File: src/rtl/alu_seq.sv
// Sequential ALU: single-cycle add/sub/logic/shift ops plus an optional iterative shift-add multiplier.
// Define ALU_MUL_EN to build the multiplier; without it op 111 completes in one cycle with a zero result.
module alu_seq #(
  parameter int WIDTH = 8
) (
  input  logic             clk,
  input  logic             rst,
  input  logic             start,
  input  logic [2:0]       op,
  input  logic [WIDTH-1:0] A,
  input  logic [WIDTH-1:0] B,
  output logic [WIDTH-1:0] result,
  output logic             carryFlag,
  output logic             zeroFlag,
  output logic             negFlag,
  output logic             ovfFlag,
  output logic             busy,
  output logic             done
);

  localparam int MSB = WIDTH - 1;

  localparam logic [2:0] OP_ADD = 3'b000;
  localparam logic [2:0] OP_SUB = 3'b001;
  localparam logic [2:0] OP_ADC = 3'b010;
  localparam logic [2:0] OP_AND = 3'b011;
  localparam logic [2:0] OP_OR  = 3'b100;
  localparam logic [2:0] OP_XOR = 3'b101;
  localparam logic [2:0] OP_SHL = 3'b110;
  localparam logic [2:0] OP_MUL = 3'b111;

  typedef enum logic {IDLE, MUL} state_t;

  state_t           state, state_next;
  logic             mul_req;
  logic             accept;
  logic [WIDTH:0]   sum;
  logic [WIDTH-1:0] alu_res;
  logic             alu_c;
  logic             alu_v;

  assign accept = (state == IDLE) && start;

  // Single-cycle datapath; op 111 falls to the default and yields zero.
  always_comb begin
    // NOTE: every signal gets a default first so no path leaves it unassigned (no latch).
    sum     = '0;
    alu_res = '0;
    alu_c   = 1'b0;
    alu_v   = 1'b0;
    case (op)
      OP_ADD, OP_ADC: begin
        sum     = {1'b0, A} + {1'b0, B} + {{WIDTH{1'b0}}, (op == OP_ADC) && carryFlag};
        alu_res = sum[MSB:0];
        alu_c   = sum[WIDTH];
        alu_v   = (A[MSB] == B[MSB]) && (alu_res[MSB] != A[MSB]);
      end
      OP_SUB: begin
        sum     = {1'b0, A} + {1'b0, ~B} + {{WIDTH{1'b0}}, 1'b1};
        alu_res = sum[MSB:0];
        alu_c   = sum[WIDTH];
        alu_v   = (A[MSB] != B[MSB]) && (alu_res[MSB] != A[MSB]);
      end
      OP_AND:  alu_res = A & B;
      OP_OR:   alu_res = A | B;
      OP_XOR:  alu_res = A ^ B;
      OP_SHL: begin
        alu_res = {A[MSB-1:0], 1'b0};
        alu_c   = A[MSB];
      end
      default: ;
    endcase
  end

`ifdef ALU_MUL_EN
  localparam int CW = $clog2(WIDTH) + 1;

  logic [2*WIDTH-1:0] mcand;
  logic [WIDTH-1:0]   mplier;
  logic [2*WIDTH-1:0] acc;
  logic [2*WIDTH-1:0] acc_next;
  logic [CW-1:0]      cnt;
  logic               last;

  assign mul_req  = (op == OP_MUL);
  assign acc_next = acc + (mplier[0] ? mcand : '0);
  assign last     = (state == MUL) && (cnt == CW'(WIDTH - 1));

  // NOTE: operand/accumulator registers are loaded on every MUL start, so they carry no reset.
  always_ff @(posedge clk) begin
    if (accept && mul_req) begin
      mcand  <= {{WIDTH{1'b0}}, A};
      mplier <= B;
      acc    <= '0;
      cnt    <= '0;
    end else if (state == MUL) begin
      mcand  <= mcand << 1;
      mplier <= mplier >> 1;
      acc    <= acc_next;
      cnt    <= cnt + 1'b1;
    end
  end

  always_ff @(posedge clk) begin
    if (rst)                    busy <= 1'b0;
    else if (accept && mul_req) busy <= 1'b1;
    else if (last)              busy <= 1'b0;
  end
`else
  assign mul_req = 1'b0;
  assign busy    = 1'b0;
`endif

  always_ff @(posedge clk) begin
    if (rst) state <= IDLE;
    else     state <= state_next;
  end

  always_comb begin
    state_next = state;
    case (state)
      IDLE: if (start && mul_req) state_next = MUL;
`ifdef ALU_MUL_EN
      MUL:  if (last) state_next = IDLE;
`else
      MUL:  state_next = IDLE;
`endif
      default: state_next = IDLE;
    endcase
  end

  // Result and flags move only on completion; done is a one-cycle pulse.
  always_ff @(posedge clk) begin
    if (rst) begin
      result    <= '0;
      carryFlag <= 1'b0;
      zeroFlag  <= 1'b0;
      negFlag   <= 1'b0;
      ovfFlag   <= 1'b0;
      done      <= 1'b0;
    end else begin
      done <= 1'b0;
      if (accept && !mul_req) begin
        result    <= alu_res;
        carryFlag <= alu_c;
        zeroFlag  <= (alu_res == '0);
        negFlag   <= alu_res[MSB];
        ovfFlag   <= alu_v;
        done      <= 1'b1;
      end
`ifdef ALU_MUL_EN
      else if (last) begin
        result    <= acc_next[MSB:0];
        carryFlag <= |acc_next[2*WIDTH-1:WIDTH];
        zeroFlag  <= (acc_next[MSB:0] == '0);
        negFlag   <= acc_next[MSB];
        ovfFlag   <= 1'b0;
        done      <= 1'b1;
      end
`endif
    end
  end

endmodule

File: config.mk
export PLATFORM = sky130hd
export DESIGN_NAME = alu_seq
export DESIGN_NICKNAME = d
export VERILOG_FILES = /design/src/rtl/alu_seq.sv
export SDC_FILE = /design/constraint.sdc
export NUM_CORES = 1
export LEC_CHECK = 0
export CAP_MARGIN = 20
export CORE_MARGIN = 2
export CORE_UTILIZATION = 52
export DETAILED_ROUTE_END_ITERATION = 10
export PLACE_DENSITY = 0.81
export SETUP_SLACK_MARGIN = 0.3
export SLEW_MARGIN = 30
export SYNTH_ARGS = -nofsm -noshare
export SYNTH_HDL_FRONTEND = slang
export SYNTH_SLANG_ARGS = --single-unit
File: constraint.sdc
create_clock -name clk -period 3.43 [get_ports clk]
set_clock_uncertainty 0.1 [all_clocks]
set_input_delay 0.686 -clock clk [delete_from_list [all_inputs] [get_ports clk]]
set_output_delay 0.686 -clock clk [all_outputs]
set_load 0.1 [all_outputs]
=== Yosys cells after proc, flatten, opt, wreduce, memory -nomap -nowiden ===
Index checks and enable logic that the tools add are counted.

* Logic and storage cells: 34
* Input bits: 22
* Bits in registers: 13

* Reduce and logical (&&, ||, !) cells: 6
* Muxes and demuxes: 4
* Bitwise logic cells: 4
* Add/subtract/negate cells: 4
* Equal/unequal tests: 10

{| class="wikitable"
|+ Operator list
! operator !! count
|-
| 8-bit case mux with 6 select lines || 1
|-
| 8-bit by 8-bit adder with 9-bit output || 2
|-
| 9-bit by 1-bit adder with 9-bit output || 1
|-
| 9-bit by 1-bit adder with 9-bit output, second input constant || 1
|-
| 3-bit == test, second input constant || 3
|-
| 8-bit AND || 1
|-
| 8-bit logical NOT || 1
|-
| 8-bit inverter || 1
|-
| 8-bit OR || 1
|-
| 8-bit XOR || 1
|-
| 3-bit by 2-bit == test with 1-bit output, second input constant || 2
|-
| 3-bit by 1-bit == test with 1-bit output, second input constant || 1
|-
| 1-bit logical AND || 3
|-
| 3-bit logical NOT || 1
|-
| 1-bit inequality test || 3
|-
| 1-bit case mux with 3 select lines || 1
|-
| 1-bit case mux with 2 select lines || 1
|-
| 2-bit OR reduction || 1
|-
| 1-bit == test || 1
|-
| 1-bit 2-to-1 mux || 1
|}

=== Depth between registers and ports, before layout ===
* Word-level depth: 6
* Mapped depth: 12
* Mapped depth without buffers: 11

=== Worst setup path after synthesis ===
No wires, ideal clock.

* Path kind: input-to-reg
* Start point: input port op[1]
* End point: register zeroFlag
* Setup time: 0.069 ns
* Data arrival time: 2.983 ns
* Path slack: 0.278 ns
* Stages: 12
* Required time: 3.261 ns
* Path buffers: 2
* Path through: buf_2 buf_1 nand3_1 fa_1 fa_1 nor2b_1 o31a_1 a211oi_1 o21ai_0 o2111a_1 nand3_1 o21ai_1

* Word-level cells in the longest chain between the ends: 5
* Elaborated cells between the ends (all ways): 12
* Classes of those cells: 1 x add/sub; 6 x eq/ne; 1 x mux; 4 x reduce/logical

{| class="wikitable"
|+ Ends and longest elaborated chain
! element !! RTL line !! text
|-
| from (decl) || 9 || <nowiki>input logic [2:0] op,</nowiki>
|-
| 3-bit by 2-bit == test with 1-bit output || 51, 53 ||
|-
| 1-bit logical AND || 53 || <nowiki>sum = {1'b0, A} + {1'b0, B} + {{WIDTH{1'b0}}, (op == OP_ADC) && carryFlag};</nowiki>
|-
| 9-bit by 1-bit adder with 9-bit output || 53 ||
|-
| 8-bit case mux with 6 select lines (*) || 51 || <nowiki>case (op)</nowiki>
|-
| 8-bit logical NOT (*) || 146 || <nowiki>zeroFlag <= (alu_res == '0);</nowiki>
|-
| to (signal assigned) || 146 ||
|-
| to (decl) || 14 || <nowiki>output logic zeroFlag,</nowiki>
|}

Mark *: on every way between the ends. The rest lies on a longest branch, timed or not.
A chain may end at the register's enable or synchronous reset.

=== Final worst setup path ===
* Start point: input port B[1]
* End point: register carryFlag

* Word-level cells in the longest chain between the ends: 4
* Elaborated cells between the ends (all ways): 6
* Classes of those cells: 4 x add/sub; 1 x mux; 1 x bitwise

{| class="wikitable"
|+ Ends and longest elaborated chain
! element !! RTL line !! text
|-
| from (decl) || 11 || <nowiki>input logic [WIDTH-1:0] B,</nowiki>
|-
| 8-bit inverter || 59 || <nowiki>sum = {1'b0, A} + {1'b0, ~B} + {{WIDTH{1'b0}}, 1'b1};</nowiki>
|-
| 8-bit by 8-bit adder with 9-bit output || 59 ||
|-
| 9-bit by 1-bit adder with 9-bit output || 59 ||
|-
| 1-bit case mux with 3 select lines (*) || 51 ||
|-
| to (signal assigned) || 145 || <nowiki>carryFlag <= alu_c;</nowiki>
|-
| to (decl) || 13 || <nowiki>output logic carryFlag,</nowiki>
|}

Marked as above.

==> reports/metrics.cfg <==
[finish]
drive_above_1_share_pct=23.5
finalNonFillerCells=318
n_fill_cell=276
multi_input_area_sq_um=1410
diodes=0
area_growth_pct=31.5
final_nets=323
final-seq-area_sq_um=240
design_area_sq_um=2290

[place]
place_ws_ns=-0.0825
dp_cells=312
place_congestion=0.965
dpl-instance-area_sq_um=2160
port_buffers=34
place_hpwl_um=3660

[setup_path]
timing.rr.end=zeroFlag$_SDFFE_PP0P_
worstSetupStartpointType=input pin
cp.required_ns=3.50
endpoint_kind=flip-flop
crit_chain=clkdlybuf4s50_1, inv_1, fa_2, nor2b_2, o31a_1, a221o_1, a221oi_2, o32ai_2, a32oi_1, nand2_1
crit_path_top_delay_cell=clkdlybuf4s50_1
cp_slowest_stage_delay_ns=0.49
rr_startpoint=carryFlag$_SDFFE_PP0P_
critical_path_buf_inv_count=2
critPathMaxFanout=4
crit_arrival_ns=3.08
regToRegSetupSlack_ns=0.90
critPathTopFamily=compound AO/OA/AOI/OAI gates
worst-setup-path-type=in2reg
r2r_cells=9

[synth]
ys_warn_count=0
avgSynthCellArea_sq_um=7.58
synth_top_family_by_area=compound AO/OA/AOI/OAI gates
synth_top_area_share_pct=17.2
ys_seq_elements=12
seq_area_frac_synth_pct=13.8
syn-cell-area_sq_um=1740
synth_compound_area_share_pct=32.9
synthSimpleGateAreaFrac_pct=18.5
ys_types=63
synthCells=230
synth_enable_flop_cells=0
async_reset_ff_share_pct=0
synth_top_flop_cell=dfxtp_1
synth_fa_ha_area_share_pct=20.7
synth_xor_area_share_pct=1.51
synthMostInstantiatedCell=nor2_1
syn_nets=279
synthMuxAreaShare_pct=2.44
synthTopCellsByCount=27 x nor2_1, 24 x ha_1, 24 x inv_1, 13 x nand2_1, 12 x dfxtp_1
synth_area_leaders=ha_1 17%, dfxtp_1 14%, nor2_1 5.8%, inv_1 5.2%, fa_1 3.4%
synth_area_leader_cell=ha_1

[run]
maxCapViolCount=0

[routing]
drt-pass1-iter-count=4
wl_per_cell_um=15.5
drc_errors=0
route.vias.total=1919
drt_wl_total_um=4930
antenna_left=0
drt_iter0_drc=109
viasPerCell=6.03

[die]
rows=21
ioPinCount=36
die-area_sq_um=3830
die_w_um=61.9
start_util_pct=53.1
core_sq_um=3280
chipHeight_um=61.9

[timing]
relSlewSlack_pct=35.9
rsz0062_at_grt=yes
fmax_ghz=0.332
finalWorstSetupSlack_ns=0.419
fin_crit_sh_pct=87.8
finalSetupViolations=0
slew_viol_final=0
finalHoldViolCount=0
fin_crit_ns=3.01
tightest_slew_ns=0.958
tns_ns=0

[cts]
cts_root_buf=clkbuf_4
clk_latency_ns=0.28
cts.clk_slew.worst_paths_ns=0.07
tritoncts=built
cts-buffers-inserted=3
cts_sinks=12
ctsLongestPathBuffers=2
cts_hold_buf=0
htreeDepth=1

[power]
irDropWorstVdd_v=0.000153
p_per_area_nw_per_um2=280
p_leak_nw=1.04

[worst_hold_path]
min-delay-path-class=reg2reg
hp-start=zeroFlag$_SDFFE_PP0P_
hold_path_end=zeroFlag$_SDFFE_PP0P_
whs_path_depth=2

[grt]
grt_first_pass_wirelength_um=7680
first_global_vias=1686
grt_max_degree=24
grt_usage_pct=26.8
grt.overflow.total=0
antenna_found_initial=0

[status]
status=complete, no violations

-- how the worst max path moves through the flow --
stage          start                endpoint  slack [ns]  depth (start not counted)
2_1_floorplan  op[2]   zeroFlag$_SDFFE_PP0P_        0.30                         12
3_3_place_gp    A[0]  carryFlag$_SDFFE_PP0P_       -0.05                         12
3_5_place_dp    A[0]  carryFlag$_SDFFE_PP0P_       -0.08                         12
4_1_cts        op[2]   zeroFlag$_SDFFE_PP0P_        0.33                         12
5_1_grt         A[3]   zeroFlag$_SDFFE_PP0P_        0.29                         11
6_report        B[1]  carryFlag$_SDFFE_PP0P_        0.42                         10
-- worst min-delay path, cell delays in order, from the launching register on --
cell and delay [ns]:
dfxtp_1 0.32, nand2_1 0.05, o21ai_1 0.05
-- per-layer routing --
metal / global-route usage (%) / share of wire, %
met1: 34.8 / 42
met2: 46.8 / 49
met4: 5.78 / 1.8
met3: 4.14 / 7.3
met5: 0 / 0
-- registers in the layout (all words and copies together), names as in the netlist --
name       cells
done           1
result         8
ovfFlag        1
zeroFlag       1
carryFlag      1
-- area by class of cell --
class	instances	area share (%)
Multi-Input combinational cell	178	61.6
Timing Repair Buffer	54	20.3
Sequential cell	12	10.5
Inverter	25	4.09
Tap cell	46	2.51
Clock buffer	3	0.982
-- cell families (layout without fill, tap and decap cells) --
logic type | after synthesis | after routing
AOI/OAI and AO/OA | 74 | 74
and+or+nand+nor | 69 | 69
buffers and inverters | 40 | 82
adders and majority gates | 27 | 27
DFF | 12 | 12
muxes | 4 | 4
xor gates and xnor gates | 3 | 3
other | 1 | 1
-- what timing repair did --
action / 4_1_cts / 5_1_grt
gates resized for setup: 9 / 17
setup endpoints to repair: 3 / 8
setup buffers: 2 / 1
pin swaps: 6 / 15
-- report_power, final --
part / switching, W / internal [W]
clock network: 0.0000482 / 0.0000408
registers: 0.00000576 / 0.000150
logic: 0.000246 / 0.000151
total: 0.000300 / 0.000341
-- cell usage in the layout, fill, tap and decap left out, drive strengths merged, types with 3 or more instances in the layout --
master         Yosys  layout
a31oi              3       3
nor3               5       5
a221oi             4       4
nand3              4       4
nor2              28      28
o22ai              3       3
o21a               3       3
o31a               3       3
o21ai             10      10
nand2b             3       3
a21oi              8       8
fa                 3       3
a221o              3       3
buf                9      32
nor2b              9       9
o211ai             3       3
clkdlybuf4s50      0      17
dfxtp             12      12
dlymetal6s2s       0       3
nand2             13      13
clkbuf             6       3
a211oi             8       8
inv               25      25
o2111ai            3       3
ha                24      24
-- stage by stage --
| step | hold slack [ns] | power [W] | utilization (%) |
|---|---|---|---|
| finish | 0.358 | 0.000641 | 69.8 |
| global route | 0.387 | 0.000677 | 69.8 |
| CTS | 0.362 | 0.000623 | 67.5 |
| detailed placement | 0.353 | 0.000530 | 65.8 |
| global placement | 0.348 | 0.000525 | 65.8 |
| floorplan | 0.681 | 0.000426 | - |
Note: power is estimated with default switching activity, not from simulation.
